[src/rtl/divclk_pkg.sv]
// Shared constants and types for the DDS clock-divider controller.
package divclk_pkg;

  localparam int unsigned NCH = 4;
  localparam int unsigned DW  = 16;
  localparam int unsigned CHW = 2;

  typedef logic [CHW-1:0] chan_t;
  typedef logic [DW-1:0]  ratio_t;

  // A ratio of zero parks the channel with ce and out_clk held low.
  localparam ratio_t DIV_OFF = '0;

endpackage

[src/rtl/divclk_chan.sv]
// One divider channel: counter, active/pending ratio, ce pulse and 50% divided clock.
module divclk_chan
  import divclk_pkg::*;
#(
  parameter ratio_t RST_DIV = ratio_t'(2)
) (
  input  logic   clk,
  input  logic   rst,
  input  logic   load,
  input  ratio_t load_div,
  output logic   pend,
  output logic   ce,
  output logic   out_clk
);

  ratio_t r_cnt;
  ratio_t r_div;
  ratio_t r_pdiv;
  logic   r_pend;
  logic   r_ce;
  logic   r_out_clk;

  logic   w_off;
  logic   w_wrap;

  // Period-boundary detect; an off channel never wraps.
  always_comb begin
    w_off  = (r_div == DIV_OFF);
    w_wrap = !w_off && (r_cnt == r_div - ratio_t'(1));
  end

  // Counter, pending-ratio capture and boundary-aligned ratio apply.
  always_ff @(posedge clk) begin
    if (rst) begin
      r_cnt     <= '0;
      r_div     <= RST_DIV;
      r_pdiv    <= '0;
      r_pend    <= 1'b0;
      r_ce      <= 1'b0;
      r_out_clk <= 1'b0;
    end else begin
      // load only arrives while r_pend is low, so it never races the clear below
      if (load) begin
        r_pdiv <= load_div;
        r_pend <= 1'b1;
      end
      if (w_off) begin
        r_cnt     <= '0;
        r_ce      <= 1'b0;
        r_out_clk <= 1'b0;
        if (r_pend) begin
          r_div  <= r_pdiv;
          r_pend <= 1'b0;
        end
      end else if (w_wrap) begin
        r_cnt <= '0;
        r_ce  <= 1'b1;
        if (r_pend) begin
          // new ratio starts with a fresh low phase so no runt pulse is emitted
          r_div     <= r_pdiv;
          r_pend    <= 1'b0;
          r_out_clk <= 1'b0;
        end else begin
          r_out_clk <= ~r_out_clk;
        end
      end else begin
        r_cnt <= r_cnt + ratio_t'(1);
        r_ce  <= 1'b0;
      end
    end
  end

  assign pend    = r_pend;
  assign ce      = r_ce;
  assign out_clk = r_out_clk;

endmodule

[src/rtl/divclk_ctrl.sv]
// Four-channel runtime-programmable clock divider with a valid/ready config port.
module divclk_ctrl #(
  parameter int unsigned NCH  = 4,
  parameter int unsigned DW   = 16,
  parameter int unsigned DIV0 = 2,
  parameter int unsigned DIV1 = 4,
  parameter int unsigned DIV2 = 10,
  parameter int unsigned DIV3 = 100
) (
  input  logic           clk,
  input  logic           rst,
  input  logic           cfg_valid,
  output logic           cfg_ready,
  input  logic [1:0]     cfg_ch,
  input  logic [DW-1:0]  cfg_div,
  output logic [NCH-1:0] ce,
  output logic [NCH-1:0] out_clk,
  output logic [NCH-1:0] pend
);

  import divclk_pkg::*;

  logic [NCH-1:0] w_pend;
  logic [NCH-1:0] w_load;
  logic           w_ready;

  // Ready follows the addressed channel's pending flag; load is the demuxed transfer.
  always_comb begin
    w_ready = !w_pend[cfg_ch];
    w_load  = '0;
    for (int i = 0; i < int'(NCH); i++) begin
      w_load[i] = cfg_valid && w_ready && (cfg_ch == chan_t'(i));
    end
  end

  for (genvar g = 0; g < int'(NCH); g++) begin : g_chan
    localparam int unsigned RD = (g == 0) ? DIV0 :
                                 (g == 1) ? DIV1 :
                                 (g == 2) ? DIV2 : DIV3;
    divclk_chan #(
      .RST_DIV (ratio_t'(RD))
    ) u_chan (
      .clk      (clk),
      .rst      (rst),
      .load     (w_load[g]),
      .load_div (cfg_div),
      .pend     (w_pend[g]),
      .ce       (ce[g]),
      .out_clk  (out_clk[g])
    );
  end

  assign cfg_ready = w_ready;
  assign pend      = w_pend;

endmodule

[config.mk]
export PLATFORM = sky130hd
export DESIGN_NAME = divclk_ctrl
export DESIGN_NICKNAME = d
export VERILOG_FILES = /design/src/rtl/divclk_pkg.sv /design/src/rtl/divclk_chan.sv /design/src/rtl/divclk_ctrl.sv
export SDC_FILE = /design/constraint.sdc
export NUM_CORES = 1
export LEC_CHECK = 0
export BUFFER_PORTS_ARGS = -buffer_cell sky130_fd_sc_hd__clkbuf_2
export CORE_MARGIN = 2
export CORE_UTILIZATION = 58
export CTS_BUF_LIST = sky130_fd_sc_hd__clkbuf_4 sky130_fd_sc_hd__clkbuf_8
export CTS_CLUSTER_SIZE = 12
export DETAILED_ROUTE_END_ITERATION = 10
export GPL_TIMING_DRIVEN = 0
export PLACE_DENSITY = 0.75
export SLEW_MARGIN = 20
export SYNTH_ARGS = -nofsm -noshare
export SYNTH_HDL_FRONTEND = slang
export SYNTH_SLANG_ARGS = --single-unit
[constraint.sdc]
create_clock -name clk -period 2.94 [get_ports clk]
set_input_delay 0.588 -clock clk [delete_from_list [all_inputs] [get_ports clk]]
set_output_delay 0.588 -clock clk [all_outputs]
set_load 0.05 [all_outputs]
After elaboration in Yosys (flattened, before gate mapping)
Cells that the tools add are included.

word-level totals
  memories kept = 0
  bits in latches = 0
  memory bits (read-only) = 0
  register bits after elaboration = 204
  bits in writable memories = 0
  output and inout bits = 13

operators by class
  $add $sub $neg = 8
  $lt $le $gt $ge = 1
  muxes and demuxes = 38
  multiply operators = 0
  equal/unequal tests = 7
  bitwise gates (word level) = 4
  reduce and logical (&&, ||, !) cells = 31
  divide/modulo/power cells = 0
  shifts and indexed selects = 0

operator list
  operator               number
  $mux 16                12
  $add 16x1->16 const B  4
  $eq 16x16->1           4
  $logic_not 16->1       4
  $sub 16x1->16 const B  4
  $mux 1                 25
  $reduce_or 3->1        4
  $logic_and 1x1->1      9
  $reduce_bool 2->1      4
  $reduce_or 2->1        4
  $logic_not 1->1        5
  $eq 2x2->1 const B     2
  $not 1->1              4
  $lt 2x3->1 const B     1
  $bmux 1 s2             1
  $eq 2x1->1 const B     1
  $logic_not 2->1        1

Logic depth before layout (Yosys ltp)
Gate-level depths: netlist of run 1.

  depth after elaboration = 9
  depth in mapped cells = 13
  depth with buffers taken out = 10

Modules after synthesis
A second synthesis of run 1 with hierarchy kept.

unflattened totals
  cell total of the unflattened synthesis = 1271
  area total of the unflattened synthesis = 11349.6 um^2

by module, submodules not included
  module                           times used  seq. area each (um^2)  area an instance (um^2)  cells each
  divclk_chan at g_chan[1].u_chan  1           1021.0                 2927.8                   327
  divclk_chan at g_chan[0].u_chan  1           1021.0                 2916.5                   330
  divclk_chan at g_chan[2].u_chan  1           1021.0                 2896.5                   332
  divclk_chan at g_chan[3].u_chan  1           1021.0                 2544.9                   275
  divclk_ctrl                      1           0.0                    63.8                     7

Worst setup path before layout of run 1
No wires, ideal clock.

  path type = flip-flop to flip-flop
  start point = register g_chan[3].u_chan.r_div[3]
  end point = register g_chan[3].u_chan.r_div[11]
  required time = 2.881 ns
  data arrival time = 2.915 ns
  stages on the path, launching flop included = 10
  clock period less this slack = 2.974 ns
  slack = -0.034 ns
  library setup time = 0.059 ns
  cell sequence = dfxtp_1 buf_6 or4_4 or3_1 clkbuf_2 o41a_1 or3_1 buf_6 a211oi_4 a22o_1

between the ends
  cells in the longest elaborated chain, start to end = 4

RTL lines
  element                                            RTL line                              source
  from (decl)                                        divclk_chan.sv:17                     ratio_t r_div;
  from (signal assigned)                             divclk_chan.sv:52                     r_div <= r_pdiv;
  from (signal assigned)                             divclk_chan.sv:60                     r_div <= r_pdiv;
  $sub 16x1->16 or $logic_not 16->1 (tied branches)  divclk_chan.sv:29, divclk_chan.sv:28
  $eq 16x16->1 or $logic_not 1->1 (tied branches)    divclk_chan.sv:29                     w_wrap = !w_off && (r_cnt == r_div - ratio_t'(1));
  $logic_and 1x1->1                                  divclk_chan.sv:29
  $reduce_bool 2->1 (no line)                        --

Several ways; a longest one is shown, not always the timed one.
A chain may end at the register's enable or synchronous reset.

Final worst setup path of run 1
  start point = register g_chan[3].u_chan.r_div[3]
  end point = register g_chan[3].u_chan.r_div[15]

The elaborated chain is that of the path after synthesis.

==> summary.md, run 1 <==
| Metric | Value |
|---|---|
| Post-synth EDFFs | `0` |
| Dpl cells | `~1500` |
| Crit path kind | `reg -> reg` |
| Leakage | `~0.0046 uW` |
| Grt total ovfl | `0` |
| CTS sink count | `around 200` |
| Critical Path RT | `3.41 ns` |
| Most used flip-flop cell after synthesis | `dfxtp_1` |
| DRT Wirelength | `around 27000 microns` |
| Worst hold endpoint | `g_chan[2].u_chan.r_pdiv[1]$_SDFFE_PP0P_` |
| Ys async rst share | `0` |
| Number of synthesis warnings | `0` |
| 1st-pass router iterations | `5` |
| Min-delay src | `cfg_div[1]` |
| Layout cells sized above 1 | `0.170` |
| Largest net degree at the start of global routing | `17` |
| Outcome | `complete, no violations` |
| Post-synthesis sequential area ratio | `0.393` |
| Hpwl dp | `18900 microns` |
| # DRC | `0` |
| Peak Freq | `between 0.3 and 0.4 GHz` |
| Post-Layout Cell Count | `between 1500 and 2000` |
| Worst Tran Pin Value | `between 0.8 and 0.9 ns` |
| Comb pwr share | `0.174` |
| Die height | `approximately 140 microns` |
| Diode count | `0` |
| Core footprint | `about 17000 sq um` |
| Seq pwr share | `0.426` |
| GR Util met3 | `0.0501` |
| Final net count | `between 1000 and 1500` |
| Die ar. | `between 15000 and 20000 sq um` |
| Met2 usage | `0.456` |
| Vias in the first global route | `around 8800` |
| Final core utilization | `0.701` |
| Rows | `48` |
| TNS Setup | `0 ns` |
| R2r startpoint | `g_chan[3].u_chan.r_div[3]$_SDFFE_PP0P_` |
| CP max FO | `6` |
| Hold WC Path Type | `in -> reg` |
| Routed len/inst | `between 15 and 20 microns` |
| Port Buffers | `32` |
| Top cell type by total area after synthesis | `dfxtp_1` |
| Yosys cell types | `70` |
| Initial core utilization | `0.597` |
| CTS root buf | `clkbuf_8` |
| Post-synthesis net count | `roughly 1300` |
| Clock power share | `0.400` |
| Flop and latch count out of synthesis | `slightly above 200` |
| Final Hold Slack | `~0.38 ns` |
| Synth-to-Final Area Change | `17.4%` |
| Initial antenna violation count | `0` |
| Htree depth | `2` |
| IO Pins | `34` |
| CTS clock-pin slew for the worst setup and hold paths | `0.06 ns` |
| Syn Inst Count | `1276` |
| Final Power | `around 7000 uW` |
| Global routing usage on met1 | `0.384` |
| CTS Buf Count | `36` |
| Critical Path AT | `around 3.3 ns` |
| Clock Skews | `around 0.022 ns` |
| Max Cap Violations | `0` |
| Final critical path time including I/O delays and setup | `~2.9 ns` |
| Synth top area share | `0.393` |
| Setup crit end kind | `flip-flop` |
| Switching share of power | `0.287` |
| Fillers | `approximately 1500` |
| Total track usage | `0.284` |
| Syn_area_per_cell | `~8.1 sq um` |
| Flop-to-flop setup slack | `roughly 0.065 ns` |
| Hold Path Cell Cnt | `3` |
| Internal power | `5020 uW` |
| Register-to-Register Path Depth | `9` |
| Fin. max-slew vios | `0` |
| CTS tree | `done` |
| CTS Buffer Depth | `3` |
| Die Wd | `138 microns` |
| PD cells | `approximately 580 nW/um^2` |
| RSZ-0062 raised after global routing | `yes` |
| Clock Latency Late Sink | `about 0.54 ns` |
| Commonest non-fill, non-tap cells in the layout | `194 x dfxtp_1, 176 x nand2_1, 108 x nor2_1, 84 x a21oi_1, 67 x xnor2_1` |
| Final Hold Viols | `0` |
| CP Launch Type | `flip-flop` |
| Period utilization | `0.978` |
| Max VDD drop | `between 0.5 and 0.6 mV` |
| Gpl congestion | `~0.88` |
| Via count | `9500` |
| Vias per cell | `5.92` |
| Worst r2r dst | `g_chan[3].u_chan.r_div[15]$_SDFFE_PP0P_` |
| Commonest non-fill, non-tap cell in the layout | `dfxtp_1` |
| Detail Route Antenna Nets | `0` |
| Final setup violating endpoints | `0` |
| Mapped cell area | `between 10000 and 15000 sq um` |
| Synth area leaders | `dfxtp_1 39%, nand2_1 6.4%, xnor2_1 5.7%` |
| 1st-iter DRT viols | `roughly 750` |
| Psw | `~2000 uW` |
| Rel. slew slack | `0.435` |
| Hold Buf Count CTS | `0` |
| First-pass GRT wire length | `about 43000 microns` |
| Most Crowded Layer GR | `met2` |
[how the worst max path moves through the flow]
stage                                           startpoint                                 endpoint  slack [ns]  cells after the start
floorplan           g_chan[1].u_chan.r_div[0]$_SDFFE_PP0P_    g_chan[1].u_chan.r_cnt[10]$_SDFF_PP0_        0.01                     13
global placement    g_chan[0].u_chan.r_div[0]$_SDFFE_PP0P_    g_chan[0].u_chan.r_cnt[13]$_SDFF_PP0_       -0.73                     12
detailed placement  g_chan[0].u_chan.r_div[0]$_SDFFE_PP0P_    g_chan[0].u_chan.r_cnt[12]$_SDFF_PP0_       -0.83                     12
CTS                 g_chan[3].u_chan.r_div[4]$_SDFFE_PP0P_  g_chan[3].u_chan.r_div[15]$_SDFFE_PP0P_       -0.06                     10
global route        g_chan[3].u_chan.r_div[3]$_SDFFE_PP0P_  g_chan[3].u_chan.r_div[15]$_SDFFE_PP0P_       -0.06                      9
finish              g_chan[3].u_chan.r_div[3]$_SDFFE_PP0P_  g_chan[3].u_chan.r_div[15]$_SDFFE_PP0P_        0.07                      9
[power groups by stage]
stage	clock network, uW	registers (uW)	logic, uW
floorplan	0	3010	767
global placement	0	3050	986
detailed placement	0	3050	1010
CTS	2850	2990	1130
global route	2970	3010	1320
finish	2810	2990	1230
[per-stage QoR]
stage	cell area (sq um)	setup WS [ns]
final	12200	0.0654
after global routing	12200	-0.0619
after CTS	11900	-0.0575
after detailed placement	10800	-0.827
after global placement	10800	-0.727
after floorplan	10400	0.0106
[state kept, by name, indices dropped and copies added (netlist names)]
name and flops:
g_chan.u_chan.ce 4, g_chan.u_chan.out_clk 4, g_chan.u_chan.pend 4, g_chan.u_chan.r_cnt 64, g_chan.u_chan.r_div 64, g_chan.u_chan.r_pdiv 64
[cell type report]
cell class / count / area, sq um / area share
Multi-Input combinational cell: 935 / 6110 / 0.501
Clock buffer: 60 / 763 / 0.0625
Sequential cell: 204 / 4100 / 0.336
Inverter: 44 / 165 / 0.0135
Tap cell: 225 / 282 / 0.0231
Clock inverter: 4 / 26.3 / 0.00215
Timing Repair Buffer: 55 / 348 / 0.0285
Buffer: 78 / 402 / 0.0329
[cells in the mapped netlist (15+ instances only)]
master    instances
dfxtp_1         204
inv_1            43
o21ai_0          19
a21oi_1          87
xnor2_1          68
o211ai_1         15
nor3_1           44
nor2_1          108
nor4_1           17
or3_1            15
xor2_1           57
mux2i_1          25
nand4_1          23
nand3_1          54
nand2_1         176
clkbuf_1         62
a22o_1           21
and3_1           34
[layer usage]
| metal | part of all wire | wire, microns |
|---|---|---|
| met3 | 0.062 | 1700 |
| met5 | 0 | 0 |
| met1 | 0.45 | 12300 |
| met2 | 0.46 | 12600 |
| met4 | 0.022 | 596 |
[critical path, cell delays in order, from the launching register on]
cell and delay (ns):
dfxtp_4 0.34, or4_4 0.56, buf_6 0.14, nor4b_4 0.29
mux2i_1 0.22, mux2i_1 0.08, o21a_2 0.24, or3_4 0.44
a211oi_4 0.33, a22o_1 0.18
[kinds of logic after synthesis]
logic type,Yosys count,share of synthesized area
DFF,204,0.393
xor gates and xnor gates,125,0.105
and+or+nand+nor,529,0.247
buffers and inverters,137,0.0566
AOI/OAI and AO/OA,246,0.163
adders and majority gates,8,0.00963
muxes,27,0.0262
[timing repair]
| item | CTS | global route |
|---|---|---|
| buffers inserted | 10 | 12 |
| resized for setup | 64 | 56 |
| cloned | 0 | 1 |
| endpoints found under the hold margin | 0 | 0 |
| pin swaps | 19 | 29 |
| setup endpoints to repair | 134 | 128 |
No activity file was read; power rests on OpenSTA's default activity.
==> run 2, diff against run 1 <==
- CORE_ASPECT_RATIO: not set -> 1.1
==> summary.md, run 2 (synthesis results as in run 1) <==
| Metric | Value |
|---|---|
| Outcome | `finished, violations left` |
| Failing checks | `setup timing` |
| Htree depth | `2 (unchanged)` |
| Worst Tran Pin Value | `0.946 ns (+0.104 ns)` |
| Grt total ovfl | `0 (unchanged)` |
| Largest net degree at the start of global routing | `17 (unchanged)` |
| Reg area | `4100 sq um (unchanged)` |
| Rel. slew slack | `0.365 (-0.0701)` |
| Rows | `51 (+6.3%)` |
| RSZ-0062 raised after global routing | `yes` |
| Critical Path RT | `3.41 ns (about the same)` |
| Final critical path time including I/O delays and setup | `2.99 ns (+0.111 ns)` |
| Diode count | `0 (unchanged)` |
| Post-route cell area | `12300 sq um (+0.73%)` |
| CP max FO | `6 (unchanged)` |
| Fillers | `1417 (-3.5%)` |
| Peak Freq | `0.335 GHz (-3.7%)` |
| Initial antenna violation count | `0 (unchanged)` |
| Clock Latency Late Sink | `0.54 ns (about the same)` |
| IO Pins | `34 (unchanged)` |
| Routed len/inst | `16.7 microns (-1.3%)` |
| PD cells | `574 nW/um^2 (-0.38%)` |
| Vias in the first global route | `8747 (-0.51%)` |
| 1st-iter DRT viols | `565 (-24%)` |
| Die ar. | `19000 sq um (about the same)` |
| CTS clock-pin slew for the worst setup and hold paths | `0.06 ns (about the same)` |
| Synth-to-Final Area Change | `18.2%` |
| Final net count | `1397 (+1.0%)` |
| Via count | `9449 (-0.54%)` |
| Critical Path AT | `3.46 ns (+0.12 ns)` |
| Clock Skews | `0.0157 ns (-0.00665 ns)` |
| Slowest cell delay on critical path | `0.56 ns (about the same)` |
| Max VDD drop | `0.456 mV (-18%)` |
| Hold WC Path Type | `in -> reg` |
| Placed Area | `10900 sq um (+0.15%)` |
| Leakage | `0.00461 uW (+0.76%)` |
| Detail Route Antenna Nets | `0 (unchanged)` |
| # DRC | `0 (unchanged)` |
| CTS Buf Count | `37 (+2.8%)` |
| Die Wd | `132 microns (-4.5%)` |
| Worst setup margin | `-0.0456 ns (-0.111 ns)` |
| CTS tree | `done` |
| Vias per cell | `5.79 (-2.1%)` |
| Multi-input logic area | `6110 sq um (about the same)` |
| Final Hold Viols | `0 (unchanged)` |
| CP Cell Sequence | `or4_4 -> buf_6 -> nor4b_4 -> mux2i_1 -> mux2i_1 -> o21a_2 -> or3_4 -> a211oi_4 -> a22o_1` |
| Min-delay src | `cfg_div[13]` |
| Final setup violating endpoints | `19 (+19)` |
| Die height | `144 microns (+4.7%)` |
| Slowest cell on crit path | `or4_4` |
| Total track usage | `0.274 (-0.00988)` |
| Port Buffers | `32 (unchanged)` |
| Initial core utilization | `0.590 (-0.00661)` |
| CTS root buf | `clkbuf_8` |
| Max Cap Violations | `0 (unchanged)` |
| Flop-to-flop setup slack | `-0.05 ns (-0.11 ns)` |
| Layout cells sized above 1 | `0.176 (+0.00559)` |
| Final Power | `7060 uW (+0.34%)` |
| 1st-pass router iterations | `8 (+3)` |
| TNS Setup | `-0.398 ns (-0.398 ns)` |
| CP Launch Type | `flip-flop` |
| Register-to-Register Path Depth | `9 (unchanged)` |
| Period utilization | `1.02 (+0.0378)` |
| Crit path kind | `reg -> reg` |
| First-pass GRT wire length | `42600 microns (-1.1%)` |
| Commonest non-fill, non-tap cells in the layout | `196 x dfxtp_1, 176 x nand2_1, 106 x nor2_1, 83 x a21oi_1, 66 x xnor2_1` |
| Worst r2r dst | `g_chan[3].u_chan.r_div[15]$_SDFFE_PP0P_` |
| DRT Wirelength | `27300 microns (+0.31%)` |
| Fin. max-slew vios | `0 (unchanged)` |
| Commonest non-fill, non-tap cell in the layout | `dfxtp_1` |
| CTS sink count | `204 (unchanged)` |
| Setup crit end kind | `flip-flop` |
| Hold Path Cell Cnt | `3 (unchanged)` |
| Largest regs | `g_chan.u_chan.r_cnt: 64 flops, g_chan.u_chan.r_div: 64 flops, g_chan.u_chan.r_pdiv: 64 flops` |
| Hpwl dp | `18700 microns (-1.3%)` |
| Gpl congestion | `0.851 (-2.9%)` |
| Worst hold endpoint | `g_chan[2].u_chan.r_pdiv[13]$_SDFFE_PP0P_` |
| Core footprint | `17600 sq um (+1.1%)` |
| R2r startpoint | `g_chan[3].u_chan.r_div[3]$_SDFFE_PP0P_` |
| Post-Place Setup Slack | `-0.570 ns (+0.257 ns)` |
| CTS Buffer Depth | `3 (unchanged)` |
| CP dominant cell by count | `mux2i_1` |
[run 2: worst max-delay path: cells and delay by family (launching register included)]
| kind | cells | cell delay [ns] |
|---|---|---|
| AOI/OAI and AO/OA | 3 | 0.74 |
| buffers and inverters | 1 | 0.14 |
| DFF | 1 | 0.35 |
| muxes | 2 | 0.31 |
| and+or+nand+nor | 3 | 1.36 |
[run 2: cell type report]
class | instances | area share
well taps | 238 | 0.0242
inverters | 44 | 0.0138
flip-flops and latches | 204 | 0.334
clock inverters | 8 | 0.00346
repair buffers | 66 | 0.0382
plain buffers | 79 | 0.0321
clock buffers | 56 | 0.0571
multi-input cells | 936 | 0.497
[run 2: worst max path at each step]
stage	from	end
global route	g_chan[3].u_chan.r_div[3]$_SDFFE_PP0P_	g_chan[3].u_chan.r_div[15]$_SDFFE_PP0P_
detailed placement	g_chan[1].u_chan.r_div[0]$_SDFFE_PP0P_	g_chan[1].u_chan.r_cnt[11]$_SDFF_PP0_
CTS	g_chan[3].u_chan.r_div[4]$_SDFFE_PP0P_	g_chan[3].u_chan.r_div[15]$_SDFFE_PP0P_
global placement	g_chan[2].u_chan.r_div[3]$_SDFFE_PP1P_	g_chan[2].u_chan.r_cnt[14]$_SDFF_PP0_
finish	g_chan[3].u_chan.r_div[3]$_SDFFE_PP0P_	g_chan[3].u_chan.r_div[15]$_SDFFE_PP0P_
floorplan	g_chan[1].u_chan.r_div[0]$_SDFFE_PP0P_	g_chan[1].u_chan.r_cnt[10]$_SDFF_PP0_
[run 2: metrics by stage]
stage,hold slack (ns),utilization,instances
floorplan,0.432,-,1276
global placement,0.439,0.616,1546
detailed placement,0.444,0.616,1546
CTS,0.361,0.676,1612
global route,0.364,0.698,1631
finish,0.371,0.698,1631
[run 2: power breakdown]
part	leakage [uW]	internal [uW]	switching, uW
registers	0.00166	2880	117
logic	0.00256	606	757
clock network	0.000402	1520	1180
[run 2: timing repair]
| action | in CTS | in global routing |
|---|---|---|
| setup buffers | 12 | 21 |
| pin swaps | 17 | 22 |
| setup endpoints to repair | 134 | 123 |
| hold buffers | 0 | 0 |
| cloned | 0 | 2 |
| gates resized for setup | 57 | 62 |
[run 2: metal layers]
metal / part of all wire / global-route usage
met2: 0.47 / 0.474
met3: 0.057 / 0.0533
met4: 0.041 / 0.121
met1: 0.43 / 0.334
met5: 0 / 0
